File: config.mk
export PLATFORM = sky130hd
export DESIGN_NAME = seg_display_driver
export DESIGN_NICKNAME = d
export VERILOG_FILES = /design/src/rtl/seg_display_driver.sv
export SDC_FILE = /design/constraint.sdc
export NUM_CORES = 1
export LEC_CHECK = 0
export BUFFER_PORTS_ARGS = -buffer_cell sky130_fd_sc_hd__buf_2
export CORE_AREA = 4 4 72 74
export CTS_CLUSTER_SIZE = 16
export DETAILED_ROUTE_END_ITERATION = 8
export DIE_AREA = 0 0 76 78
export PLACE_DENSITY = 0.83
export RECOVER_POWER = 25
export SLEW_MARGIN = 20
export SYNTH_ARGS = -nofsm -noshare
export SYNTH_HDL_FRONTEND = slang
export SYNTH_SLANG_ARGS = --single-unit
File: constraint.sdc
create_clock -name clk_in -period 7.8 [get_ports clk_in]
set_input_delay 0.39 -clock clk_in [delete_from_list [all_inputs] [get_ports clk_in]]
set_output_delay 0.39 -clock clk_in [all_outputs]
set_load 0.01 [all_outputs]
File: src/rtl/seg_display_driver.sv
// Four-digit multiplexed MM.SS driver for a common-anode seven-segment display.
// Each frame shows a snapshot of the time taken at the digit wrap, so all four digits agree.
module seg_display_driver (
  input  logic       clk_in,
  input  logic       rst,
  input  logic [5:0] minutes,
  input  logic [5:0] seconds,
  input  logic       adj,
  input  logic       sel,
  input  logic       clk_fast,
  input  logic       clk_blink,
  output logic [6:0] seg,
  output logic       dp,
  output logic [3:0] an
);

  logic       fast_q;
  logic [1:0] idx;
  logic [5:0] min_s;
  logic [5:0] sec_s;
  logic       scan_tick;
  logic [5:0] field;
  logic [7:0] bcd;
  logic [3:0] digit;
  logic       blank;

  function automatic logic [5:0] clamp59(input logic [5:0] v);
    return (v > 6'd59) ? 6'd59 : v;
  endfunction

  // Repeated subtraction: the input never exceeds 59, so five passes are enough.
  function automatic logic [7:0] to_bcd(input logic [5:0] v);
    logic [5:0] r;
    logic [3:0] t;
    r = v;
    t = 4'd0;
    for (int k = 0; k < 5; k++) begin
      if (r >= 6'd10) begin
        r = r - 6'd10;
        t = t + 4'd1;
      end
    end
    return {t, 4'(r)};
  endfunction

  function automatic logic [6:0] seg_code(input logic [3:0] d);
    case (d)
      4'd0:    return 7'b1000000;
      4'd1:    return 7'b1111001;
      4'd2:    return 7'b0100100;
      4'd3:    return 7'b0110000;
      4'd4:    return 7'b0011001;
      4'd5:    return 7'b0010010;
      4'd6:    return 7'b0000010;
      4'd7:    return 7'b1111000;
      4'd8:    return 7'b0000000;
      4'd9:    return 7'b0010000;
      default: return 7'b1111111;
    endcase
  endfunction

  assign scan_tick = clk_fast & ~fast_q;

  always_comb begin
    field = idx[1] ? min_s : sec_s;
    bcd   = to_bcd(field);
    digit = idx[0] ? bcd[7:4] : bcd[3:0];
    blank = adj & clk_blink & (sel ? ~idx[1] : idx[1]);
  end

  // Outputs are built from the pre-update idx, so a new digit appears one edge after the advance.
  always_ff @(posedge clk_in) begin
    if (rst) begin
      fast_q <= 1'b0;
      idx    <= 2'd0;
      min_s  <= 6'd0;
      sec_s  <= 6'd0;
      seg    <= 7'b1111111;
      dp     <= 1'b1;
      an     <= 4'b1111;
    end else begin
      fast_q <= clk_fast;
      if (scan_tick) begin
        idx <= idx + 2'd1;
        if (idx == 2'd3) begin
          min_s <= clamp59(minutes);
          sec_s <= clamp59(seconds);
        end
      end
      an  <= ~(4'b0001 << idx);
      dp  <= (idx != 2'd2);
      seg <= blank ? 7'b1111111 : seg_code(digit);
    end
  end

endmodule

* Yosys cells after proc, flatten, opt, wreduce, memory -nomap -nowiden
Memories as Yosys holds them, arrays and structs flattened. A register that Yosys moved wholly into a read port is not among the register bits. Index checks and enable logic that the tools add are counted.
Storage, ports and cells: register bits 20, bits in read-only memories 112, output and inout port bits 12, word-level logic and storage cells 50, memories kept 1
Operators by class: add/sub/neg operators 10, magnitude comparators 7, equal/unequal tests 2, shift operators 1, multiplexer cells 15, bitwise logic cells 6, reductions and logical operators 2
Memories:
- (name not given) | depth 16, width 7, rd ports 1, clocked after Yosys merged registers in 1, write ports 0, RTL line 47 | case (d)
Operators with widths (count):
- $mux 6 | 7
- $ge 6x4->1 const B | 5
- $mux 4 | 6
- $sub 6x4->6 const B | 4
- $add 4x1->4 const B | 4
- $gt 6x6->1 const B | 2
- $not 4->4 | 1
- $shl 1x2->4 const A | 1
- $sub 4x4->4 const B | 1
- $and 1x1->1 | 3
- $add 2x1->2 const B | 1
- $eq 2x2->1 const B | 1
- $mux 1 | 2
- $ne 2x2->1 const B | 1
- $not 1->1 | 2
- $reduce_and 2->1 | 1
- $reduce_or 2->1 | 1

* Longest topological paths before layout
Gate-level depths: netlist of the first run.
word-level depth 12, depth in mapped cells 29

* Worst setup path before layout of the first run
Ideal clock, no wire load.
path kind register -> register, start point reg idx[1], end point reg seg[1], library setup time 0.139 ns, arrival 5.804 ns, data required time 7.661 ns, slack 1.857 ns, cell stages (with the launch flop) 28, path buffers 1, cell sequence dfxtp_1 > buf_6 > mux2i_2 > inv_1 > ha_1 > a22o_1 > a21oi_1 > mux2i_1 > inv_1 > ha_1 > nand2_1 > o21ai_0 > ha_1 > nand2_1 > nand3_1 > mux2_2 > a21oi_4 > xnor2_2 > a31oi_1 > or2_4 > mux2_4 > ha_1 > and3_2 > a311oi_4 > inv_2 > ha_1 > a21oi_1 > o21ai_0
On the way: word-level cells in the longest chain between the ends 12, elaborated cells on any way between the ends 30
RTL lines:
- start: declaration | RTL line 18 | logic [1:0] idx;
- start signal: assignment | RTL line 84 | idx <= idx + 2'd1;
- $mux 6 | RTL line 65 | field = idx[1] ? min_s : sec_s;
- $sub 6x4->6 / $ge 6x4->1 (equally long branches) | RTL line 39, 38
- $mux 6 / $mux 1 (equally long branches) | RTL line 38 | if (r >= 6'd10) begin
- $sub 6x4->6 (tied with other cells) | RTL line 39 | r = r - 6'd10;
- $mux 6 / $mux 4 (equally long branches) | RTL line 38
- $sub 6x4->6 (tied with other cells) | RTL line 39
- $mux 6 / $mux 4 (equally long branches) | RTL line 38
- $sub 6x4->6 (tied with other cells) | RTL line 39
- $mux 6 / $mux 4 (equally long branches) | RTL line 38
- $ge 6x4->1 (tied with other cells) | RTL line 38
- $mux 4 | RTL line 38
- $mux 4 | RTL line 67 | digit = idx[0] ? bcd[7:4] : bcd[3:0];
- end: declaration | RTL line 12 | output logic [6:0] seg,
Parallel ways exist; a longest one is shown, timed or not. A chain may end at the register's enable or synchronous reset.

* Final worst setup path of the first run
Same ends and word-level chain as after synthesis.

==> out/results.env, run 1 <==
DR.FIRST_ITER.DRC_COUNT=226
SYNTH.TOP_CELLS.BY_AREA='dfxtp_1 (20%), ha_1 (7.2%), nand2_1 (5.3%)'
CHIPHEIGHT_UM=78
HIGHEST_NET_FANOUT_ALONG_THE_WORST_PATH=29
YS_TYPES=88
HOLD-WORST-SLACK_NS=0.359
PORTBUFFERS=29
NUM_IO_PINS=30
GR_UTIL_ALL_LAYERS_PCT=21.6
CORE_AREA_UM2=4600
END_KIND='flip-flop'
DETAIL_ROUTE.DRC_VIOLATIONS=0
GRT_PASS1_WL_UM=11000
STATUS='completed'
SYNTH-EDFF-COUNT=0
TIMING.CRITICAL_PATH.REQUIRED_NS=7.94
CTS.REPORTEDPATHS.CLKPINSLEW_NS=0.09
NNETSFINAL=377
MIN_PERIOD_OVER_PERIOD_PCT=83.9
CP_DATA_ARRIVAL_TIME_NS=6.69
SYNTH_TOP_AREA_SHARE_PCT=19.9
YOSYS.AREA.TOP_TYPE='dfxtp_1'
PLACER_CONGESTION=0.932
NUMBER_OF_ANTENNA_VIOLATIONS_AT_THE_FIRST_CHECK_IN_GLOBAL_ROUTING=0
STARTPOINT_TYPE='flip-flop'
PLACE.DETAILED.HPWL_UM=4850
GRT.OVERFLOW.TOTAL=0
LAYOUT.CELL_AREA.NON_FILLER_UM2=2820
SYN_INST=318
SYNTHESIS_STAGE_REGISTER_BIT_COUNT=26
MAPPEDNETLISTAREA_UM2=2620
SETUP_VIOL=0
SYNTH_ASYNC_SR_FLOP_SHARE_PCT=0
ANT_NETS=0
LEAKAGE_nW=1.15
WORST_CLOCK_SKEW_NS=0.00289
MAX-CLOCK-PATH-BUFFERS=2
DIEWIDTH_UM=76
ROUTED_WIRE_LENGTH_PER_INSTANCE_UM=15.7
MIN_TCLK_POST_ROUTE_NS=6.55
ROWS=25
FLOORPLAN.DIE_AREA_UM2=5930
WORST-SETUP-PATH-TYPE='reg2reg'
GRT_START_MAX_NET_PINS=30
NUMBER_OF_GLOBAL_ROUTE_VIAS_BEFORE_REPAIR=2433
DRV_CAP=0
POWER_PER_STANDARD_CELL_AREA_nW_PER_UM2=125
FINAL_LAYOUT_SIZE_SUFFIX_GT1_SHARE_PCT=20.1
P_TOTAL_W=0.000354
SYNTH-WARNING-COUNT=0
VIA_COUNT=2538
VIASPERCELL=6.39
WORST-SLEW-PIN-TRANSITION_NS=0.769
ROOT_BUFFER='clkbuf_8'
POST_CTS_HOLD_BUFFER_COUNT=0
TIMING.HOLD.WORST.CLASS='in2reg'
FINAL_HOLD_VIOL_COUNT=0
CTS-BUFFERS-INSERTED=3
MAXSLEWHEADROOM_PCT=48.8
POST_CTS_SETUP_BUFFER_COUNT=0
POSTCTSRESIZEDCELLS=0
POWER.IR.VDD_WORST_V=0.000137
FMAX_GHz=0.153
SETUP_TOTAL_NEGATIVE_SLACK_NS=0
CLOCK_INSERTION_DELAY_WORST_SKEW_NS=0.27
FINAL-MAX-SLEW-VIOLATION-COUNT=0
STARTING_DENSITY_OF_THE_CORE_PCT=57.0
SETUP_REPAIR_AFTER_GLOBAL_ROUTING_MISSED_ITS_MARGIN='no'
AREA_GROWTH_PCT=7.64
DOMINANTREGCELLSYNTH='dfxtp_1'
FINAL.SETUP.WORST_SLACK_NS=1.25
POSTPLACECELLAREA_UM2=2780
ROUTED_WL_UM=6240
TRITONCTS='done'
PRECTSSETUPSLACK_NS=1.36
SYN_NETS=351
INSERTEDDIODECOUNT=0
SYNTH-SEQ-AREA-SHARE_PCT=19.9
SYNTH.AVG_CELL_AREA_UM2=8.24
CTS-HTREE-LEVELS=1
DRT-PASS1-ITER-COUNT=6
CTS.SINK_COUNT=26
==> per-layer routing <==
metal / wire, um / track usage [%] / part of all wire, %
met5: 0 / 0 / 0
met4: 136 / 7.47 / 2.2
met3: 216 / 1.39 / 3.5
met2: 3010 / 36.9 / 48
met1: 2880 / 28.5 / 46
==> where the power goes <==
part	internal [W]	total, W	switching (W)
Combinational	0.0000492	0.000121	0.0000714
Clock	0.0000452	0.0000866	0.0000414
Sequential	0.000142	0.000147	0.00000486
==> cells in the final DEF, fill, tap and decap left out, types with 2 or more instances in the layout <==
master / n
and3_2: 2
dfxtp_1: 26
mux2_2: 5
ha_1: 15
o21ai_1: 3
a21o_1: 4
nor3_1: 13
xor2_1: 3
mux2i_2: 4
or3_1: 2
nand2b_1: 4
xnor2_1: 3
o21ai_0: 14
nand4_1: 6
o21ba_2: 2
and3_1: 2
mux2i_1: 5
a211o_1: 3
a21oi_1: 20
o211a_1: 5
nand3_1: 14
nand2_1: 37
nor3b_1: 5
nor2_1: 23
buf_2: 21
nor4_1: 2
nand3b_1: 2
a221o_1: 2
clkbuf_1: 8
and2_1: 2
inv_1: 11
or3b_1: 2
a31oi_1: 5
a22oi_1: 3
clkbuf_8: 4
o211ai_1: 7
o211ai_4: 2
nor2b_1: 2
==> worst max-delay path, stage by stage, from the launching register on <==
cell	delay, ns
dfxtp_1	0.36
buf_4	0.29
mux2i_1	0.35
ha_1	0.35
a22oi_1	0.15
o311ai_0	0.70
inv_1	0.10
ha_1	0.38
nand2_1	0.07
o21ai_0	0.12
ha_1	0.21
nand2_1	0.14
nand3_1	0.10
mux2_2	0.35
a21oi_4	0.27
xnor2_2	0.19
a31oi_1	0.16
or2_4	0.27
mux2_4	0.33
ha_1	0.29
and3_2	0.21
a311oi_4	0.31
inv_2	0.12
ha_1	0.33
a21oi_1	0.16
o21ai_0	0.09
==> final timing paths <==
kind | startpoint | end | slack, ns | cells after the start
worst max-delay path | idx[1] | seg[1] | 1.25 | 25
worst min-delay path | seconds[4] | sec_s[4] | 0.36 | 3
worst max register to register | idx[1] | seg[1] | 1.25 | 25
worst min register to register | min_s[3] | min_s[3] | 0.52 | 2
==> registers in the layout, indices dropped and copies added, names as in the netlist <==
| signal | cells |
|---|---|
| idx | 2 |
| min_s | 6 |
| fast_q | 1 |
| sec_s | 6 |
| an | 4 |
| seg | 7 |
==> cell usage after synthesis, types with 3 or more instances <==
cell and instances:
o211ai_1 7, nor3b_1 5, nor3_1 13, o21ai_0 14, xnor2_1 3, mux2i_1 5
nand4_1 6, inv_1 11, nand3_1 14, nor2_1 23, a21oi_1 20, ha_1 15
nand2_1 37, a211o_1 3, nand2b_1 4, a22oi_1 3, clkbuf_1 3, xor2_1 3
dfxtp_1 26, buf_6 3, o211a_1 5, a31oi_1 5, mux2i_2 4, o21ai_1 3
mux2_2 5, a21o_1 4
==> metrics by stage <==
step                cells  util (%)
floorplan             318         -
global placement      393      60.4
detailed placement    393      60.4
CTS                   397      61.6
global route          397      61.4
finish                397      61.4
==> layout make-up <==
cell class | instances | area (um^2)
Sequential cell | 26 | 520
Tap cell | 54 | 67.6
Timing Repair Buffer | 30 | 143
Multi-Input combinational cell | 269 | 1980
Clock buffer | 4 | 55.1
Inverter | 14 | 55.1
Fill cell | 396 | 1780
==> cell families after synthesis <==
kind of cell | count (synthesis) | share of synthesized area, %
AOI/OAI and AO/OA | 102 | 32.2
xor gates and xnor gates | 8 | 3.48
adders and majority gates | 15 | 7.16
buffers and inverters | 23 | 4.58
DFF | 26 | 19.9
muxes | 15 | 6.73
and+or+nand+nor | 129 | 26.0
No activity file was read; power rests on OpenSTA's default activity.
==> run 2, diff against run 1 <==
CORE_AREA = 4 4 75 77   (was 4 4 72 74)
DIE_AREA = 0 0 79 81   (was 0 0 76 78)
PLACE_DENSITY = 0.8   (was 0.83)
clock period = 5.9 ns   (was 7.8 ns; I/O delays follow)
==> out/results.env, run 2 (synthesis results as in run 1) <==
DRV_CAP=0  # unchanged
STARTING_DENSITY_OF_THE_CORE_PCT=52.3  # -4.7 points
ROUTED_WIRE_LENGTH_PER_INSTANCE_UM=15.6  # -0.78%
PLACER_CONGESTION=0.937  # +0.54%
ROOT_BUFFER='clkbuf_8'
NUMBER_OF_ANTENNA_VIOLATIONS_AT_THE_FIRST_CHECK_IN_GLOBAL_ROUTING=0  # unchanged
GRT.OVERFLOW.TOTAL=0  # unchanged
TIMING.CRITICAL_PATH.REQUIRED_NS=6.09  # -1.85 ns
SETUP_VIOL=0  # unchanged
FLOORPLAN.DIE_AREA_UM2=6400  # +7.9%
LARGEST_REGISTER_FFS=7  # unchanged
LAYOUT.CELL_AREA.NON_FILLER_UM2=3100  # +9.8%
TIMING.HOLD.WORST.CLASS='in2reg'
DIEWIDTH_UM=79  # +3.9%
ANT_NETS=0  # unchanged
MIN_TCLK_POST_ROUTE_NS=5.62  # -0.931 ns
TOP_REGS='seg x7, min_s x6, sec_s x6'
CLOCK_INSERTION_DELAY_WORST_SKEW_NS=0.27  # about the same
WORST-SLEW-PIN-TRANSITION_NS=0.746  # -0.0230 ns
GRT_PASS1_WL_UM=10900  # -0.45%
AREA_GROWTH_PCT=18.1
POWER_PER_STANDARD_CELL_AREA_nW_PER_UM2=168  # +34%
MAXSLEWHEADROOM_PCT=50.3  # +1.5 points
TRITONCTS='done'
END_KIND='flip-flop'
VIA_COUNT=2623  # +3.3%
WORST-SETUP-PATH-TYPE='reg2reg'
FMAX_GHz=0.178  # +17%
CTS.REPORTEDPATHS.CLKPINSLEW_NS=0.09  # about the same
FILLERINSTANCES=438  # +11%
NUMBER_OF_GLOBAL_ROUTE_VIAS_BEFORE_REPAIR=2361  # -3.0%
CTS-BUFFERS-INSERTED=3  # unchanged
DR.FIRST_ITER.DRC_COUNT=175  # -23%
CTS-HTREE-LEVELS=1  # unchanged
DRT-PASS1-ITER-COUNT=5  # -1
LAYOUT_COMMON_CELLS='nand2_1 (36), dfxtp_1 (25), nor2_1 (23)'
VIASPERCELL=6.06  # -5.2%
NNETSFINAL=397  # +5.3%
FINAL.SETUP.WORST_SLACK_NS=0.284  # -0.969 ns
CHIPHEIGHT_UM=81  # +3.8%
WORST_CLOCK_SKEW_NS=0.00442  # +0.00153 ns
PRECTSSETUPSLACK_NS=-0.0000573  # -1.36 ns
POST_CTS_HOLD_BUFFER_COUNT=0  # unchanged
STARTPOINT_TYPE='flip-flop'
POSTPLACECELLAREA_UM2=2880  # +3.6%
POST-ROUTE-UTIL_PCT=61.8  # +0.45 points
HIGHEST_NET_FANOUT_ALONG_THE_WORST_PATH=23  # -21%
MULTI_INPUT_GATE_AREA_IN_THE_FINAL_LAYOUT_UM2=2050  # +3.7%
INSERTEDDIODECOUNT=0  # unchanged
DETAIL_ROUTE.DRC_VIOLATIONS=0  # unchanged
FINAL_COMMON_CELL='nand2_1'
GR_UTIL_ALL_LAYERS_PCT=20.7  # -0.83 points
STATUS='completed'
FINAL-MAX-SLEW-VIOLATION-COUNT=0  # unchanged
NUM_IO_PINS=30  # unchanged
MAX-CLOCK-PATH-BUFFERS=2  # unchanged
LEAKAGE_nW=1.27  # +11%
STORAGE_ELEMENT_AREA_UM2=524  # +0.72%
ROWS=26  # +4.0%
GRT_START_MAX_NET_PINS=24  # -20%
LARGEST_REGISTER='seg'
MIN_PERIOD_OVER_PERIOD_PCT=95.2  # +11 points
P_TOTAL_W=0.000521  # +47%
CP_DATA_ARRIVAL_TIME_NS=5.81  # -0.88 ns
FINAL_HOLD_VIOL_COUNT=0  # unchanged
ROUTED_WL_UM=6750  # +8.2%
CORE_AREA_UM2=5010  # +9.0%
POWER.IR.VDD_WORST_V=0.000263  # +92%
CTS.SINK_COUNT=26  # unchanged
PORTBUFFERS=29  # unchanged
PLACE.DETAILED.HPWL_UM=4910  # +1.2%
FINAL_LAYOUT_SIZE_SUFFIX_GT1_SHARE_PCT=27.5  # +7.4 points
[run 2: area by class of cell]
cell class	instances	share of cell area, %
Tap cell	70	2.83
Sequential cell	26	16.9
Inverter	14	1.78
Multi-Input combinational cell	269	66.3
Clock inverter	1	0.970
Timing Repair Buffer	50	9.86
Clock buffer	3	1.33
[run 2: timing repair]
item | 4_1_cts | 5_1_grt
endpoints found under the hold margin | 0 | 0
resized for setup | 2 | 17
endpoints found under the setup margin | 1 | 7
gates cloned | 0 | 0
buffers inserted | 2 | 8
pin swaps | 1 | 5
[run 2: stage by stage]
| stage | hold slack (ns) | setup TNS (ns) | instances |
|---|---|---|---|
| floorplan | 0.423 | 0 | 318 |
| global placement | 0.498 | 0 | 419 |
| detailed placement | 0.511 | -0.0000573 | 419 |
| CTS | 0.250 | 0 | 425 |
| global route | 0.247 | -0.0613 | 433 |
| finish | 0.249 | 0 | 433 |
[run 2: final timing paths]
path / from / end / slack [ns] / cells past startpoint
worst max-delay path: idx[1] / seg[0] / 0.28 / 24
worst min-delay path: clk_fast / fast_q / 0.25 / 2
worst max register to register: idx[1] / seg[0] / 0.28 / 24
worst min register to register: min_s[3] / min_s[3] / 0.53 / 2
[run 2: power by group]
group          leakage, nW  internal [W]  switching, W
Combinational         1.02     0.0000794     0.0000998
Clock               0.0357     0.0000908     0.0000555
Sequential           0.214      0.000188    0.00000779
Total                 1.27      0.000358      0.000163
[run 2: metal layers]
metal	global-route usage, %	up-vias	routed length (um)
li1	-	1300	-
met1	28.2	1227	3120
met2	33.5	80	3210
met3	2.66	16	260
met4	7.73	0	156
met5	0	-	0
[run 2: critical path, stage by stage, from the launching register on]
cell and delay [ns]:
dfxtp_4 0.40, buf_12 0.15, or3b_4 0.40, a22oi_1 0.36, o2111a_2 0.36, o211ai_1 0.12, o31ai_2 0.27, inv_1 0.16
ha_1 0.24, nand2_2 0.10, nand3_1 0.09, mux2_4 0.32, a21oi_4 0.23, xnor2_4 0.17, a31oi_2 0.14, or2_4 0.27
mux2_4 0.33, ha_1 0.30, and3_2 0.21, a311oi_4 0.23, inv_2 0.11, buf_4 0.15, buf_4 0.13, a21o_1 0.15
a22oi_1 0.14
==> run 3, diff against run 2 <==
BUFFER_PORTS_ARGS = not set   (was -buffer_cell sky130_fd_sc_hd__buf_2)
CORE_AREA = 4 4 73 75   (was 4 4 75 77)
DIE_AREA = 0 0 77 79   (was 0 0 79 81)
DONT_BUFFER_PORTS = 1   (was not set)
PLACE_DENSITY = 0.78   (was 0.8)
==> out/results.env, run 3 (synthesis results as in run 1) <==
MIN_PERIOD_OVER_PERIOD_PCT=95.1  # -0.096 points
WORST_CLOCK_SKEW_NS=0.00226  # -0.00216 ns
POST-ROUTE-UTIL_PCT=62.7  # +0.93 points
SETUP_VIOL=0  # unchanged
ROUTED_WIRE_LENGTH_PER_INSTANCE_UM=16.2  # +3.8%
DETAIL_ROUTE.DRC_VIOLATIONS=0  # unchanged
HIGHEST_NET_FANOUT_ALONG_THE_WORST_PATH=23  # unchanged
POWER.SHARE.COMBINATIONAL_PCT=30.8  # -3.6 points
FLOORPLAN.DIE_AREA_UM2=6080  # -4.9%
CP_DATA_ARRIVAL_TIME_NS=5.75  # -0.06 ns
POST_CTS_HOLD_BUFFER_COUNT=0  # unchanged
ROWS=25  # -3.8%
SWITCHING_SHARE_PCT=30.5  # -0.79 points
AREA_GROWTH_PCT=11.6
MAX-CLOCK-PATH-BUFFERS=2  # unchanged
STARTPOINT_TYPE='flip-flop'
POWER_PER_STANDARD_CELL_AREA_nW_PER_UM2=171  # +1.7%
POWER.NET_SWITCHING_W=0.000153  # -6.4%
TIMING.CRITICAL_PATH.REQUIRED_NS=6.04  # -0.05 ns
FILLERINSTANCES=389  # -11%
POWER.IR.VDD_WORST_V=0.000213  # -19%
GRT_PASS1_WL_UM=10600  # -2.6%
MAXSLEWHEADROOM_PCT=56.7  # +6.4 points
LEAKAGE_nW=1.18  # -7.4%
STATUS='completed'
NUMBER_OF_GLOBAL_ROUTE_VIAS_BEFORE_REPAIR=2418  # +2.4%
FMAX_GHz=0.178  # +0.10%
SHARE_CLK_OF_TOTAL_POWER_PCT=28.9  # +0.8 points
PLACE.DETAILED.HPWL_UM=4700  # -4.4%
CTS.REPORTEDPATHS.CLKPINSLEW_NS=0.09  # about the same
CTS-HTREE-LEVELS=1  # unchanged
NUMBER_OF_ANTENNA_VIOLATIONS_AT_THE_FIRST_CHECK_IN_GLOBAL_ROUTING=0  # unchanged
CLOCK_INSERTION_DELAY_WORST_SKEW_NS=0.27  # about the same
END_KIND='flip-flop'
LARGEST_REGISTER_FFS=7  # unchanged
ANT_NETS=0  # unchanged
GRT.OVERFLOW.TOTAL=0  # unchanged
FINAL_LAYOUT_SIZE_SUFFIX_GT1_SHARE_PCT=23.4  # -4.2 points
GRT_START_MAX_NET_PINS=24  # unchanged
POWER_REPORT.INTERNAL_TOTAL_W=0.000347  # -2.9%
PRECTSSETUPSLACK_NS=0.0434  # +0.0435 ns
NNETSFINAL=368  # -7.3%
FINAL-MAX-SLEW-VIOLATION-COUNT=0  # unchanged
VIASPERCELL=6.49  # +7.2%
GR_UTIL_ALL_LAYERS_PCT=20.6  # -0.15 points
CTS.SINK_COUNT=26  # unchanged
MIN_TCLK_POST_ROUTE_NS=5.61  # -0.00564 ns
SETUP_TOTAL_NEGATIVE_SLACK_NS=0  # unchanged
FINAL_COMMON_CELL='nand2_1'
DR.FIRST_ITER.DRC_COUNT=195  # +11%
STARTING_DENSITY_OF_THE_CORE_PCT=56.2  # +3.9 points
HOLD-WORST-SLACK_NS=0.0761  # -0.173 ns
ROUTED_WL_UM=6280  # -7.0%
DRV_CAP=0  # unchanged
POWER_FRAC_SEQ_PCT=40.3  # +2.8 points
TRITONCTS='done'
FINAL.SETUP.WORST_SLACK_NS=0.290  # +0.00564 ns
TIMING.HOLD.WORST.CLASS='in2reg'
VIA_COUNT=2520  # -3.9%
CHIPHEIGHT_UM=79  # -2.5%
PLACER_CONGESTION=0.898  # -4.2%
WORST-SETUP-PATH-TYPE='reg2reg'
INSERTEDDIODECOUNT=0  # unchanged
WORST-SLEW-PIN-TRANSITION_NS=0.649  # -0.0966 ns
ROOT_BUFFER='clkbuf_8'
CORE_AREA_UM2=4660  # -7.0%
PORTBUFFERS=0  # -100%
NUM_IO_PINS=30  # unchanged
CTS-BUFFERS-INSERTED=3  # unchanged
LARGEST_REGISTER='seg'
DRT-PASS1-ITER-COUNT=4  # -1
DIEWIDTH_UM=77  # -2.5%
FINAL_HOLD_VIOL_COUNT=0  # unchanged
TOP_REGS='seg x7, min_s x6, sec_s x6'
LAYOUT_COMMON_CELLS='nand2_1 (36), dfxtp_1 (25), nor2_1 (23)'
==> run 3: per-stage QoR <==
step                      power (W)  instances  area [um^2]
after floorplan            0.000319        318         2630
after global placement     0.000342        375         2720
after detailed placement   0.000344        375         2720
after CTS                  0.000488        379         2790
after global routing       0.000528        388         2920
final                      0.000500        388         2920
==> run 3: path summary, 6_finish.rpt <==
| path | from | end | slack [ns] | cells past startpoint |
|---|---|---|---|---|
| setup / recovery | idx[1] | seg[1] | 0.29 | 25 |
| hold / removal | rst | idx[1] | 0.08 | 1 |
| setup reg to reg | idx[1] | seg[1] | 0.29 | 25 |
| hold reg to reg | sec_s[3] | sec_s[3] | 0.50 | 2 |
==> run 3: power by group through the flow <==
stage | clock, W | sequential [W] | combinational (W)
final | 0.000145 | 0.000202 | 0.000154
after global routing | 0.000155 | 0.000203 | 0.000170
after CTS | 0.000147 | 0.000202 | 0.000140
after detailed placement | 0 | 0.000205 | 0.000139
after global placement | 0 | 0.000206 | 0.000136
after floorplan | 0 | 0.000201 | 0.000117
==> run 3: layout make-up <==
| type | instances | area, um^2 | share of cell area (%) |
|---|---|---|---|
| inverter | 14 | 55.1 | 1.88 |
| multi-input combinational | 269 | 2040 | 69.6 |
| clock inverter | 1 | 30.0 | 1.03 |
| timing repair buffer | 21 | 170 | 5.82 |
| tap | 54 | 67.6 | 2.31 |
| sequential | 26 | 524 | 17.9 |
| clock buffer | 3 | 41.3 | 1.41 |
==> run 3: timing repair <==
| item | CTS | global route |
|---|---|---|
| setup buffers | 0 | 9 |
| gates resized for setup | 0 | 16 |
| setup endpoints to repair | 0 | 7 |
==> run 3: metal layers <==
metal	vias to the layer above	wire, um	global-route usage, %	part of all wire (%)
li1	1244	-	-	-
met2	78	3000	33.9	48
met3	13	324	2.72	5.2
met4	0	111	8.36	1.8
met1	1185	2850	27.2	45
met5	-	0	0	0
==> run 3: worst max-delay path, cell delays in order, from the launching register on <==
cell,delay (ns)
dfxtp_4,0.40
buf_12,0.15
or3b_4,0.40
a22o_1,0.25
a21oi_2,0.16
mux2i_1,0.28
inv_1,0.07
ha_1,0.29
nand2_1,0.06
o21ai_0,0.12
ha_1,0.23
nand2_2,0.11
nand3_1,0.08
mux2_4,0.31
a21oi_4,0.27
xnor2_4,0.17
a31oi_2,0.14
or2_4,0.27
mux2_4,0.33
ha_1,0.29
and3_2,0.21
a311oi_4,0.25
inv_2,0.12
ha_1,0.32
a21oi_1,0.12
o21ai_0,0.08
